===== config.mk =====
export PLATFORM = sky130hd
export DESIGN_NAME = pz_dac_spi_mc
export DESIGN_NICKNAME = d
export VERILOG_FILES = /design/src/rtl/pz_dac_spi_mc.sv
export SDC_FILE = /design/constraint.sdc
export NUM_CORES = 1
export LEC_CHECK = 0
export BUFFER_PORTS_ARGS = -buffer_cell sky130_fd_sc_hd__buf_2
export CORE_MARGIN = 2
export CORE_UTILIZATION = 30
export CTS_CLUSTER_DIAMETER = 40
export DETAILED_ROUTE_END_ITERATION = 7
export MAX_ROUTING_LAYER = met4
export PLACE_DENSITY = 0.53
export SYNTH_ARGS = -nofsm -noshare
export SYNTH_HDL_FRONTEND = slang
export SYNTH_SLANG_ARGS = --single-unit

===== constraint.sdc =====
create_clock -name da_spi_clk -period 3.4 [get_ports da_spi_clk]
set_input_delay 0.51 -clock da_spi_clk [delete_from_list [all_inputs] [get_ports da_spi_clk]]
set_output_delay 0.51 -clock da_spi_clk [all_outputs]
set_load 0.05 [all_outputs]

===== src/rtl/pz_dac_spi_mc.sv =====
// -----------------------------------------------------------------------------
// pz_dac_spi_mc : multi-channel SPI DAC master
//
// Sweeps the channels enabled in da_ch_mask, lowest index first. Each channel
// gets one frame {channel index, value} shifted MSB first on da_spi_mosi while
// da_nsync is low. MISO is captured on every falling SCLK edge and the last
// DATA_W bits are presented as a readback word when nsync rises. After the
// sweep, da_done pulses and an optional gap of da_fre cycles is inserted.
//
// Parameters : DATA_W  data bits per frame
//              ADDR_W  channel address bits prepended to each frame
//              NUM_CH  number of channels (NUM_CH <= 2**ADDR_W)
//              CLK_DIV SCLK half period H in da_spi_clk cycles (>= 1)
//
// Ports      : da_spi_clk / rst_n          clock, async active-low reset
//              da_en, da_ch_mask,          sweep request and sweep set-up,
//              da_value_i, da_fre          latched when a sweep starts
//              da_busy, da_done            sweep status
//              da_value_o, da_rb_ch,       readback word, its channel and
//              da_rb_valid                 its one-cycle strobe
//              da_nsync, da_sclk,          SPI master pins
//              da_spi_mosi, da_spi_miso
//              da_ldac_n                   DAC load strobe (DA_LDAC_EN only)
//
// Build option: define DA_LDAC_EN to add da_ldac_n. After the last frame it
//              pulses low for H cycles and da_done follows one cycle after it
//              returns high. An empty mask issues no LDAC pulse.
// -----------------------------------------------------------------------------
module pz_dac_spi_mc #(
   parameter int DATA_W  = 16,
   parameter int ADDR_W  = 2,
   parameter int NUM_CH  = 4,
   parameter int CLK_DIV = 4
) (
   input  logic                     da_spi_clk,
   input  logic                     rst_n,
   input  logic                     da_en,
   input  logic [NUM_CH-1:0]        da_ch_mask,
   input  logic [NUM_CH*DATA_W-1:0] da_value_i,
   input  logic [31:0]              da_fre,
   output logic                     da_busy,
   output logic                     da_done,
   output logic [DATA_W-1:0]        da_value_o,
   output logic [ADDR_W-1:0]        da_rb_ch,
   output logic                     da_rb_valid,
   output logic                     da_nsync,
   output logic                     da_sclk,
   output logic                     da_spi_mosi,
`ifdef DA_LDAC_EN
   output logic                     da_ldac_n,
`endif
   input  logic                     da_spi_miso
);

   localparam int FRAME_W = ADDR_W + DATA_W;
   localparam int CNT_W   = $clog2(2*CLK_DIV + 1);
   localparam int BIT_W   = $clog2(FRAME_W + 1);

   localparam logic [CNT_W-1:0] CNT_H_M1  = CNT_W'(CLK_DIV - 1);
   localparam logic [CNT_W-1:0] CNT_H     = CNT_W'(CLK_DIV);
   localparam logic [CNT_W-1:0] CNT_2H_M1 = CNT_W'(2*CLK_DIV - 1);
   localparam logic [BIT_W-1:0] BIT_LAST  = BIT_W'(FRAME_W - 1);

   typedef enum logic [2:0] {
      S_IDLE  = 3'd0,
      S_SETUP = 3'd1,
      S_SHIFT = 3'd2,
      S_HOLD  = 3'd3,
      S_LDAC  = 3'd4,
      S_DONE  = 3'd5,
      S_GAP   = 3'd6
   } state_t;

   state_t                    state_q;
   logic [CNT_W-1:0]          cnt_q;
   logic [BIT_W-1:0]          bit_q;
   logic [31:0]               gap_q;
   logic [ADDR_W-1:0]         ch_q;
   logic [NUM_CH-1:0]         mask_q;
   logic [NUM_CH*DATA_W-1:0]  val_q;
   logic [31:0]               fre_q;
   logic [FRAME_W-1:0]        tx_q;
   logic [DATA_W-1:0]         rx_q;
   logic                      busy_q;
   logic                      done_q;
   logic [DATA_W-1:0]         value_q;
   logic [ADDR_W-1:0]         rb_ch_q;
   logic                      rb_valid_q;
   logic                      nsync_q;
   logic                      sclk_q;
`ifdef DA_LDAC_EN
   logic                      ldac_q;
`endif

   // {found, index} of the first channel in the sweep and of the next one
   logic [ADDR_W:0]           first_d;
   logic [ADDR_W:0]           next_d;

   // Lowest set bit of m at or above start; MSB of the result flags a hit.
   function automatic logic [ADDR_W:0] find_ch(input logic [NUM_CH-1:0] m,
                                               input int start);
      logic [ADDR_W:0] r;
      r = {1'b0, {ADDR_W{1'b0}}};
      // Walk downwards so the lowest qualifying channel is the last writer.
      for (int i = NUM_CH - 1; i >= 0; i--) begin
         if (m[i] && (i >= start)) begin
            r = {1'b1, ADDR_W'(i)};
         end
      end
      return r;
   endfunction

   // Frame for one channel: address bits ahead of the data word.
   function automatic logic [FRAME_W-1:0] frame_of(input logic [ADDR_W-1:0] ch,
                                                   input logic [NUM_CH*DATA_W-1:0] vals);
      return {ch, vals[int'(ch)*DATA_W +: DATA_W]};
   endfunction

   // Channel selection for sweep start (from live inputs) and for advancing.
   always_comb begin
      first_d = find_ch(da_ch_mask, 0);
      next_d  = find_ch(mask_q, int'(ch_q) + 1);
   end

   // Sweep sequencer: all SPI pins and status outputs are registered here.
   always_ff @(posedge da_spi_clk or negedge rst_n) begin
      if (!rst_n) begin
         state_q    <= S_IDLE;
         cnt_q      <= {CNT_W{1'b0}};
         bit_q      <= {BIT_W{1'b0}};
         gap_q      <= 32'd0;
         ch_q       <= {ADDR_W{1'b0}};
         mask_q     <= {NUM_CH{1'b0}};
         val_q      <= {(NUM_CH*DATA_W){1'b0}};
         fre_q      <= 32'd0;
         tx_q       <= {FRAME_W{1'b0}};
         rx_q       <= {DATA_W{1'b0}};
         busy_q     <= 1'b0;
         done_q     <= 1'b0;
         value_q    <= {DATA_W{1'b0}};
         rb_ch_q    <= {ADDR_W{1'b0}};
         rb_valid_q <= 1'b0;
         nsync_q    <= 1'b1;
         sclk_q     <= 1'b0;
`ifdef DA_LDAC_EN
         ldac_q     <= 1'b1;
`endif
      end else begin
         // Strobes are single-cycle unless re-asserted below.
         done_q     <= 1'b0;
         rb_valid_q <= 1'b0;

         case (state_q)
            S_IDLE: begin
               if (da_en) begin
                  mask_q <= da_ch_mask;
                  val_q  <= da_value_i;
                  fre_q  <= da_fre;
                  busy_q <= 1'b1;
                  cnt_q  <= {CNT_W{1'b0}};
                  if (first_d[ADDR_W]) begin
                     ch_q    <= first_d[ADDR_W-1:0];
                     tx_q    <= frame_of(first_d[ADDR_W-1:0], da_value_i);
                     nsync_q <= 1'b0;
                     state_q <= S_SETUP;
                  end else begin
                     // Empty mask: report an (empty) sweep without touching SPI.
                     done_q  <= 1'b1;
                     state_q <= S_DONE;
                  end
               end else begin
                  busy_q <= 1'b0;
               end
            end

            S_SETUP: begin
               if (cnt_q == CNT_H_M1) begin
                  cnt_q   <= {CNT_W{1'b0}};
                  bit_q   <= {BIT_W{1'b0}};
                  sclk_q  <= 1'b1;
                  state_q <= S_SHIFT;
               end else begin
                  cnt_q <= cnt_q + 1'b1;
               end
            end

            S_SHIFT: begin
               // MOSI advances one clk after each rising SCLK except the last.
               if ((cnt_q == {CNT_W{1'b0}}) && (bit_q != BIT_LAST)) begin
                  tx_q <= {tx_q[FRAME_W-2:0], 1'b0};
               end else begin
                  tx_q <= tx_q;
               end
               // Falling SCLK: sample MISO. Only the last DATA_W samples matter,
               // the address-phase bits fall off the top of the register.
               if (cnt_q == CNT_H_M1) begin
                  sclk_q <= 1'b0;
                  rx_q   <= {rx_q[DATA_W-2:0], da_spi_miso};
               end else begin
                  rx_q <= rx_q;
               end
               if (cnt_q == CNT_2H_M1) begin
                  cnt_q <= {CNT_W{1'b0}};
                  if (bit_q == BIT_LAST) begin
                     state_q <= S_HOLD;
                  end else begin
                     sclk_q <= 1'b1;
                     bit_q  <= bit_q + 1'b1;
                  end
               end else begin
                  cnt_q <= cnt_q + 1'b1;
               end
            end

            S_HOLD: begin
               // First H cycles: nsync low; next H cycles: nsync high.
               if (cnt_q == CNT_H_M1) begin
                  nsync_q    <= 1'b1;
                  value_q    <= rx_q;
                  rb_ch_q    <= ch_q;
                  rb_valid_q <= 1'b1;
               end else begin
                  nsync_q <= nsync_q;
               end
               if (cnt_q == CNT_2H_M1) begin
                  cnt_q <= {CNT_W{1'b0}};
                  if (next_d[ADDR_W]) begin
                     ch_q    <= next_d[ADDR_W-1:0];
                     tx_q    <= frame_of(next_d[ADDR_W-1:0], val_q);
                     nsync_q <= 1'b0;
                     state_q <= S_SETUP;
                  end else begin
`ifdef DA_LDAC_EN
                     ldac_q  <= 1'b0;
                     state_q <= S_LDAC;
`else
                     done_q  <= 1'b1;
                     state_q <= S_DONE;
`endif
                  end
               end else begin
                  cnt_q <= cnt_q + 1'b1;
               end
            end

`ifdef DA_LDAC_EN
            S_LDAC: begin
               // LDAC low for H cycles, done one cycle after it returns high.
               if (cnt_q == CNT_H_M1) begin
                  ldac_q <= 1'b1;
               end else begin
                  ldac_q <= ldac_q;
               end
               if (cnt_q == CNT_H) begin
                  cnt_q   <= {CNT_W{1'b0}};
                  done_q  <= 1'b1;
                  state_q <= S_DONE;
               end else begin
                  cnt_q <= cnt_q + 1'b1;
               end
            end
`endif

            S_DONE: begin
               if (fre_q == 32'd0) begin
                  busy_q  <= 1'b0;
                  state_q <= S_IDLE;
               end else begin
                  gap_q   <= 32'd0;
                  state_q <= S_GAP;
               end
            end

            S_GAP: begin
               if (gap_q == (fre_q - 32'd1)) begin
                  busy_q  <= 1'b0;
                  state_q <= S_IDLE;
               end else begin
                  gap_q <= gap_q + 32'd1;
               end
            end

            default: begin
               busy_q  <= 1'b0;
               nsync_q <= 1'b1;
               sclk_q  <= 1'b0;
               cnt_q   <= {CNT_W{1'b0}};
               state_q <= S_IDLE;
            end
         endcase
      end
   end

   assign da_busy     = busy_q;
   assign da_done     = done_q;
   assign da_value_o  = value_q;
   assign da_rb_ch    = rb_ch_q;
   assign da_rb_valid = rb_valid_q;
   assign da_nsync    = nsync_q;
   assign da_sclk     = sclk_q;
   assign da_spi_mosi = tx_q[FRAME_W-1];
`ifdef DA_LDAC_EN
   assign da_ldac_n   = ldac_q;
`endif

endmodule


==> impl_metrics.ini, run 1 <==
[timing]
hold_violations = 0
finClkSkew_ns = 0.01944
fmax_mhz = 312.0
finalCritPeriodShare_pct = 94.26
slew_violations = 0
tightestPinTransition_ns = 0.9478
tns_ns = 0
final-setup-viol-count = 0
slew_headroom_pct = 36.62
whs_ns = 0.1943
period_minus_slack_ns = 3.205

[clock_tree]
cts_max_level = 2
cts_buffer_depth = 3
clk_latency_ns = 0.55
clk_pin_slew_ns = 0.05
cts_root_buf = clkbuf_16
cts_buffers = 43
cts_tree = done
clock_sinks = 202

[power]
total_leakage_power_nw = 6.177
seqPwrFrac_pct = 29.8
switching_share_pct = 35.34
ir_drop_uv = 433.2
combinationalPowerShare_pct = 37.0
p_int_mw = 8.406
clkPwrFrac_pct = 33.2
power_mw = 13.00
power_density_nw_per_um2 = 929.1
p_switching_mw = 4.595

[synthesis]
ys_async_sr_fraction_pct = 100.0
synthFlopType = dfrtp_1
netlist_instances = 1028
synth.cell_area_um2 = 10950
avgSynthCellArea_um2 = 10.65
synth_edf_count = 0
synth_warnings = 0
synth-seq-cells = 202
synth.distinct_cells = 60
ys_seq_area_share_pct = 46.19
synth_fp_nets = 1139

[final_layout]
drive_gt1_share_pct = 36.50
instances_no_fill = 1696
layout.nets = 1308
syn2layout_area_growth_pct = 27.84
n_fill_cell = 3530

[route]
via_per_inst = 5.091
vias = 8635
routed_wirelength_mm = 29.13
drt-initial-drc-count = 354
wl_per_cell_um = 17.17
postRouteAntennaNets = 0
route.detailed.drc = 0
first_pass_iters = 7

[setup_path]
crit_buf_inv = 1
crit_path_end_kind = flop
cp.required_ns = 3.82
worstPathArrival_ns = 3.63
start_kind = flop
path_class = flop to flop
cp_max_fo = 7
timing.critical_path.cells = or4_1 -> or4_4 -> nor4_4 -> o211ai_1 -> nand3_1 -> or4b_4 -> nor2_4 -> buf_12 -> nand2_1 -> a221o_1
max_stage_delay_ns = 0.54
crit_slowest_cell = or4_1
crit_family = simple AND/OR/NAND/NOR gates

[global_route]
grt_max_degree = 69
grt_use_met3_pct = 4.870
overflow = 0
use_met2_pct = 24.44
grt_util_met1_pct = 20.29
antenna_found_initial = 5
grt_busiest_layer = met2
grt_pass1_wl_mm = 46.89
grt_usage_pct = 15.86
grt_pass1_vias = 8557

[placement]
io_buffers = 127
dp.cells = 1609
dp_hpwl_mm = 19.90
place.gp.congestion = 0.8422

[floorplanning]
core_area_um2 = 35740
die_h_um = 195.0
io-pin-count = 128
initial_core_util_pct = 30.62
die_w_um = 195.0
dieArea_um2 = 38030
rows = 69

[flow_run]
drv_cap = 0

[min_path]
min_path_type = input port to flop

[status]
status = finished, final reports clean
## worst reg2reg max path: cells and delay by family (launching register included)
| family | cells | cell delay (ns) |
|---|---|---|
| AO/OA/AOI/OAI | 2 | 0.47 |
| buffers and inverters | 1 | 0.14 |
| flip-flops | 1 | 0.37 |
| AND/OR/NAND/NOR | 7 | 2.13 |
## cell type report
class / count / area [um2] / share of cell area, %
Antenna cell: 5 / 12.51 / 0.08942
Inverter: 11 / 41.29 / 0.2951
Clock buffer: 54 / 1197 / 8.558
Timing Repair Buffer: 188 / 1185 / 8.468
Sequential cell: 202 / 5056 / 36.14
Tap cell: 461 / 576.8 / 4.122
Clock inverter: 24 / 301.5 / 2.155
Multi-Input combinational cell: 751 / 5622 / 40.18
## stage by stage
step	util, %	setup slack (ns)	cell area, um2
2_1_floorplan	-	0.04614	10950
3_5_place_dp	34.71	0.03721	12400
4_1_cts	38.93	0.02083	13910
3_3_place_gp	34.71	0.05709	12400
6_report	39.15	0.1952	13990
5_1_grt	39.15	-0.006973	13990
## timing repair
item | 4_1_cts | 5_1_grt
hold endpoints to repair | 26 | 0
setup buffers | 0 | 2
resized for setup | 0 | 4
hold buffers | 1 | 0
endpoints found under the setup margin | 0 | 32
## per-layer routing
| metal | routed length [um] | up-vias |
|---|---|---|
| li1 | - | 4139 |
| met1 | 13300 | 4253 |
| met2 | 13410 | 200 |
| met3 | 1909 | 43 |
| met4 | 507 | 0 |
| met5 | 0 | - |
## state kept, by name (all words and copies together), names as in the netlist
| signal | cells |
|---|---|
| bit_q | 5 |
| da_busy | 1 |
| val_q | 64 |
| mask_q | 3 |
| ch_q | 2 |
| gap_q | 32 |
| state_q | 3 |
| da_value_o | 16 |
| rx_q | 16 |
| tx_q | 18 |
| da_rb_valid | 1 |
| fre_q | 32 |
| da_nsync | 1 |
| da_done | 1 |
| da_rb_ch | 2 |
| da_sclk | 1 |
| cnt_q | 4 |
## cell usage after synthesis, drive strengths merged, types with 3 or more instances
library cell / n / area [um2]
nor2: 44 / 172.7
nand4: 14 / 87.58
mux4: 16 / 360.4
xor2: 18 / 157.7
buf: 13 / 72.57
nand4b: 3 / 26.28
nor3: 26 / 130.1
and2: 9 / 56.31
nand2: 107 / 401.6
xnor2: 26 / 227.7
o21ai: 50 / 250.2
mux2i: 24 / 240.2
dfrtp: 201 / 5030
nand2b: 4 / 25.02
or3: 17 / 106.4
clkbuf: 51 / 191.4
a31oi: 19 / 118.9
o211ai: 12 / 90.09
and3: 21 / 131.4
nand3: 25 / 125.1
or2: 4 / 25.03
or4: 17 / 127.6
a311oi: 3 / 26.28
nor4: 14 / 121.4
inv: 10 / 37.54
mux2: 148 / 1667
ha: 7 / 87.58
a21oi: 43 / 215.2
o31ai: 13 / 97.59
nor2b: 21 / 131.4
a211oi: 21 / 157.7
## cells by family after synthesis
| family | synth area share (%) |
|---|---|
| AOI/OAI and AO/OA | 10.01 |
| xor gates and xnor gates | 3.521 |
| adders and majority gates | 0.8001 |
| buffers and inverters | 2.789 |
| DFF | 46.19 |
| muxes | 20.71 |
| and+or+nand+nor | 15.97 |
## cell usage in the layout, fill, tap and decap left out, types with 13 or more instances in the layout
| cell type | n |
|---|---|
| a211oi_1 | 21 |
| a21oi_1 | 43 |
| a31oi_1 | 19 |
| and3_1 | 21 |
| buf_2 | 126 |
| buf_4 | 54 |
| clkbuf_16 | 44 |
| dfrtp_1 | 201 |
| mux2_2 | 148 |
| mux2i_1 | 24 |
| mux4_2 | 16 |
| nand2_1 | 106 |
| nand3_1 | 25 |
| nand4_1 | 14 |
| nor2_1 | 39 |
| nor2b_1 | 21 |
| nor3_1 | 23 |
| o21ai_0 | 38 |
| o31ai_1 | 13 |
| or3_1 | 17 |
| or4_1 | 16 |
| xnor2_1 | 26 |
| xor2_1 | 18 |
## power groups by stage
| stage | registers (mW) | clock network [mW] | logic (mW) |
|---|---|---|---|
| finish | 3.87 | 4.32 | 4.81 |
| global route | 3.99 | 4.57 | 5.33 |
| CTS | 3.87 | 4.44 | 4.86 |
| detailed placement | 3.89 | 0 | 4.85 |
| global placement | 3.88 | 0 | 4.80 |
| floorplan | 3.91 | 0 | 3.34 |
## final timing paths
| path | start | to | slack, ns | cells past startpoint |
|---|---|---|---|---|
| worst min-delay path | da_fre[1] | fre_q[1]$_DFFE_PN0P_ | 0.19 | 3 |
| min in group asynchronous | rst_n | fre_q[0]$_DFFE_PN0P_ | 0.56 | 2 |
| max in group asynchronous | rst_n | fre_q[26]$_DFFE_PN0P_ | 2.02 | 3 |
| worst max-delay path | fre_q[9]$_DFFE_PN0P_ | state_q[1]$_DFFE_PN0P_ | 0.20 | 10 |
| worst min register to register | val_q[18]$_DFFE_PN0P_ | val_q[18]$_DFFE_PN0P_ | 0.49 | 1 |
| worst max register to register | fre_q[9]$_DFFE_PN0P_ | state_q[1]$_DFFE_PN0P_ | 0.20 | 10 |
Note: power is estimated with default switching activity, not from simulation.
==> inputs of run 2 (changes only) <==
--- a/config.mk
+++ b/config.mk
@@ -6,12 +6,13 @@
 export NUM_CORES = 1
 export LEC_CHECK = 0
 export BUFFER_PORTS_ARGS = -buffer_cell sky130_fd_sc_hd__buf_2
+export CAP_MARGIN = 10
 export CORE_MARGIN = 2
-export CORE_UTILIZATION = 30
+export CORE_UTILIZATION = 53
 export CTS_CLUSTER_DIAMETER = 40
 export DETAILED_ROUTE_END_ITERATION = 7
 export MAX_ROUTING_LAYER = met4
-export PLACE_DENSITY = 0.53
+export PLACE_DENSITY = 0.81
 export SYNTH_ARGS = -nofsm -noshare
 export SYNTH_HDL_FRONTEND = slang
 export SYNTH_SLANG_ARGS = --single-unit
==> run 2 against run 1 <==
Against the previous run: clock-buffer cell count down 15; sequential power grew 2%; setup slack got worse by 0.17 ns; die area down 43%; critical path type unchanged; largest cell class unchanged.
==> impl_metrics.ini, run 2 (synthesis results as in run 1) <==
[route]
wl_per_cell_um = 17.82
met1_length_mm = 10.81
via_per_inst = 5.903
first_pass_iters = 4
top_layer_used = met4
postRouteAntennaNets = 0
met3_length_mm = 1.409
route.detailed.drc = 0
vias = 8618
drt-initial-drc-count = 575
routed_wirelength_mm = 26.02
wl_met2_mm = 12.93

[floorplanning]
initial_core_util_pct = 54.09
rows = 52
die_w_um = 147.7
io-pin-count = 128
die_h_um = 147.7
dieArea_um2 = 21820
core_area_um2 = 20230

[clock_tree]
clk_pin_slew_ns = 0.06
cts_max_level = 2
cts_hold_buf = 0
cts_tree = done
cts_setup_buffers = 0
clk_latency_ns = 0.50
cts_buffer_depth = 3
cts_root_buf = clkbuf_16
cts_buffers = 34
clock_sinks = 202

[global_route]
grt_usage_pct = 25.01
grt_max_degree = 89
antenna_found_initial = 1
grt_pass1_vias = 8679
grt_pass1_wl_mm = 43.08
overflow = 0

[setup_path]
cp_max_fo = 6
r2r_cells = 8
crit_top_cell = or4_4
r2r_end = state_q[1]$_DFFE_PN0P_
timing.critical_path.cells = or4_4 -> or4_4 -> nor4_1 -> a21oi_1 -> or4b_4 -> nor2_4 -> nand2_1 -> a221o_1
path_class = flop to flop
max_stage_delay_ns = 0.59
cp.required_ns = 3.77
crit_buf_inv = 0
crit_path_end_kind = flop
crit_slowest_cell = or4b_4
rrSetupSlack_ns = 0.02
crit_family = simple AND/OR/NAND/NOR gates
start_kind = flop
worst_r2r_startpoint = fre_q[9]$_DFFE_PN0P_
worstPathArrival_ns = 3.75

[timing]
finalCritPeriodShare_pct = 99.32
rsz0062_at_grt = true
period_minus_slack_ns = 3.377
hold_violations = 0
fmax_mhz = 296.1
final-setup-viol-count = 0
finClkSkew_ns = 0.02353
slew_violations = 0
slew_headroom_pct = 40.49
tightestPinTransition_ns = 0.8927

[power]
power_density_nw_per_um2 = 908.7
total_leakage_power_nw = 5.895
ir_drop_uv = 586.3
power_mw = 12.00

[min_path]
min_path_type = input port to asynchronous set/reset pin

[final_layout]
postLayoutCellArea_um2 = 13210
largestRegisters = val_q: 64 flops, fre_q: 32 flops, gap_q: 32 flops
drive_gt1_share_pct = 34.40
mostFrequentLayoutCell = dfrtp_1
largest_reg_flops = 64
mostFrequentLayoutCells = dfrtp_1, mux2_2, buf_2
largest-register = val_q
syn2layout_area_growth_pct = 20.66
instances_no_fill = 1460
layout.nets = 1276

[placement]
dp_hpwl_mm = 17.73
dpl_cell_area_um2 = 12010
dp.cells = 1399
place.gp.congestion = 0.8733
io_buffers = 127

[flow_run]
drv_cap = 0

[status]
status = finished, final reports clean
## run 2: layer usage
metal  vias up  global-route usage (%)
li1       4067                       -
met1      4208                   30.76
met2       267                   41.42
met3        76                   4.568
met4         0                   9.423
met5         -                       -
## run 2: metrics by stage
stage | TNS, ns | worst slack, ns | hold slack (ns) | util (%)
floorplan | 0 | 0.04614 | 0.2144 | -
global placement | 0 | 0.08510 | 0.4802 | 59.33
detailed placement | 0 | 0.02649 | 0.4856 | 59.33
CTS | 0 | 0.07930 | 0.1152 | 64.99
global route | -0.3053 | -0.07144 | 0.1385 | 65.27
finish | 0 | 0.02297 | 0.08183 | 65.27
## run 2: report_power, final
part           leakage, nW  internal, mW  switching (mW)
clock                0.559          2.18            1.24
combinational         2.78          2.16            2.47
sequential            2.55          3.27           0.687
## run 2: worst register-to-register path, delay by kind of cell (launching register included)
kind | cells | cell delay, ns
simple gates | 6 | 2.39
flops | 1 | 0.37
compound gates | 2 | 0.50
## run 2: area by class of cell
class / count / area, um2
Timing Repair Buffer: 165 / 992.2
Inverter: 11 / 41.29
Clock buffer: 39 / 910.9
Clock inverter: 21 / 230.2
Antenna cell: 1 / 2.502
Tap cell: 270 / 337.8
Fill cell: 1543 / 7028
Multi-Input combinational cell: 751 / 5635
Sequential cell: 202 / 5056
## run 2: worst max path at each step
| stage | from | to | slack, ns | cells after the start |
|---|---|---|---|---|
| finish | fre_q[9]$_DFFE_PN0P_ | state_q[1]$_DFFE_PN0P_ | 0.02 | 8 |
| global route | fre_q[9]$_DFFE_PN0P_ | gap_q[12]$_DFFE_PN0P_ | -0.07 | 9 |
| CTS | fre_q[0]$_DFFE_PN0P_ | gap_q[28]$_DFFE_PN0P_ | 0.08 | 13 |
| detailed placement | fre_q[9]$_DFFE_PN0P_ | gap_q[28]$_DFFE_PN0P_ | 0.03 | 10 |
| global placement | fre_q[9]$_DFFE_PN0P_ | gap_q[28]$_DFFE_PN0P_ | 0.09 | 10 |
| floorplan | fre_q[9]$_DFFE_PN0P_ | state_q[1]$_DFFE_PN0P_ | 0.05 | 12 |
## run 2: repair_timing
item                       CTS  global route
pin swaps                    0             1
hold endpoints to repair     0             0
gates resized for setup      1            11
setup endpoints to repair    1            24
gates cloned                 0             0
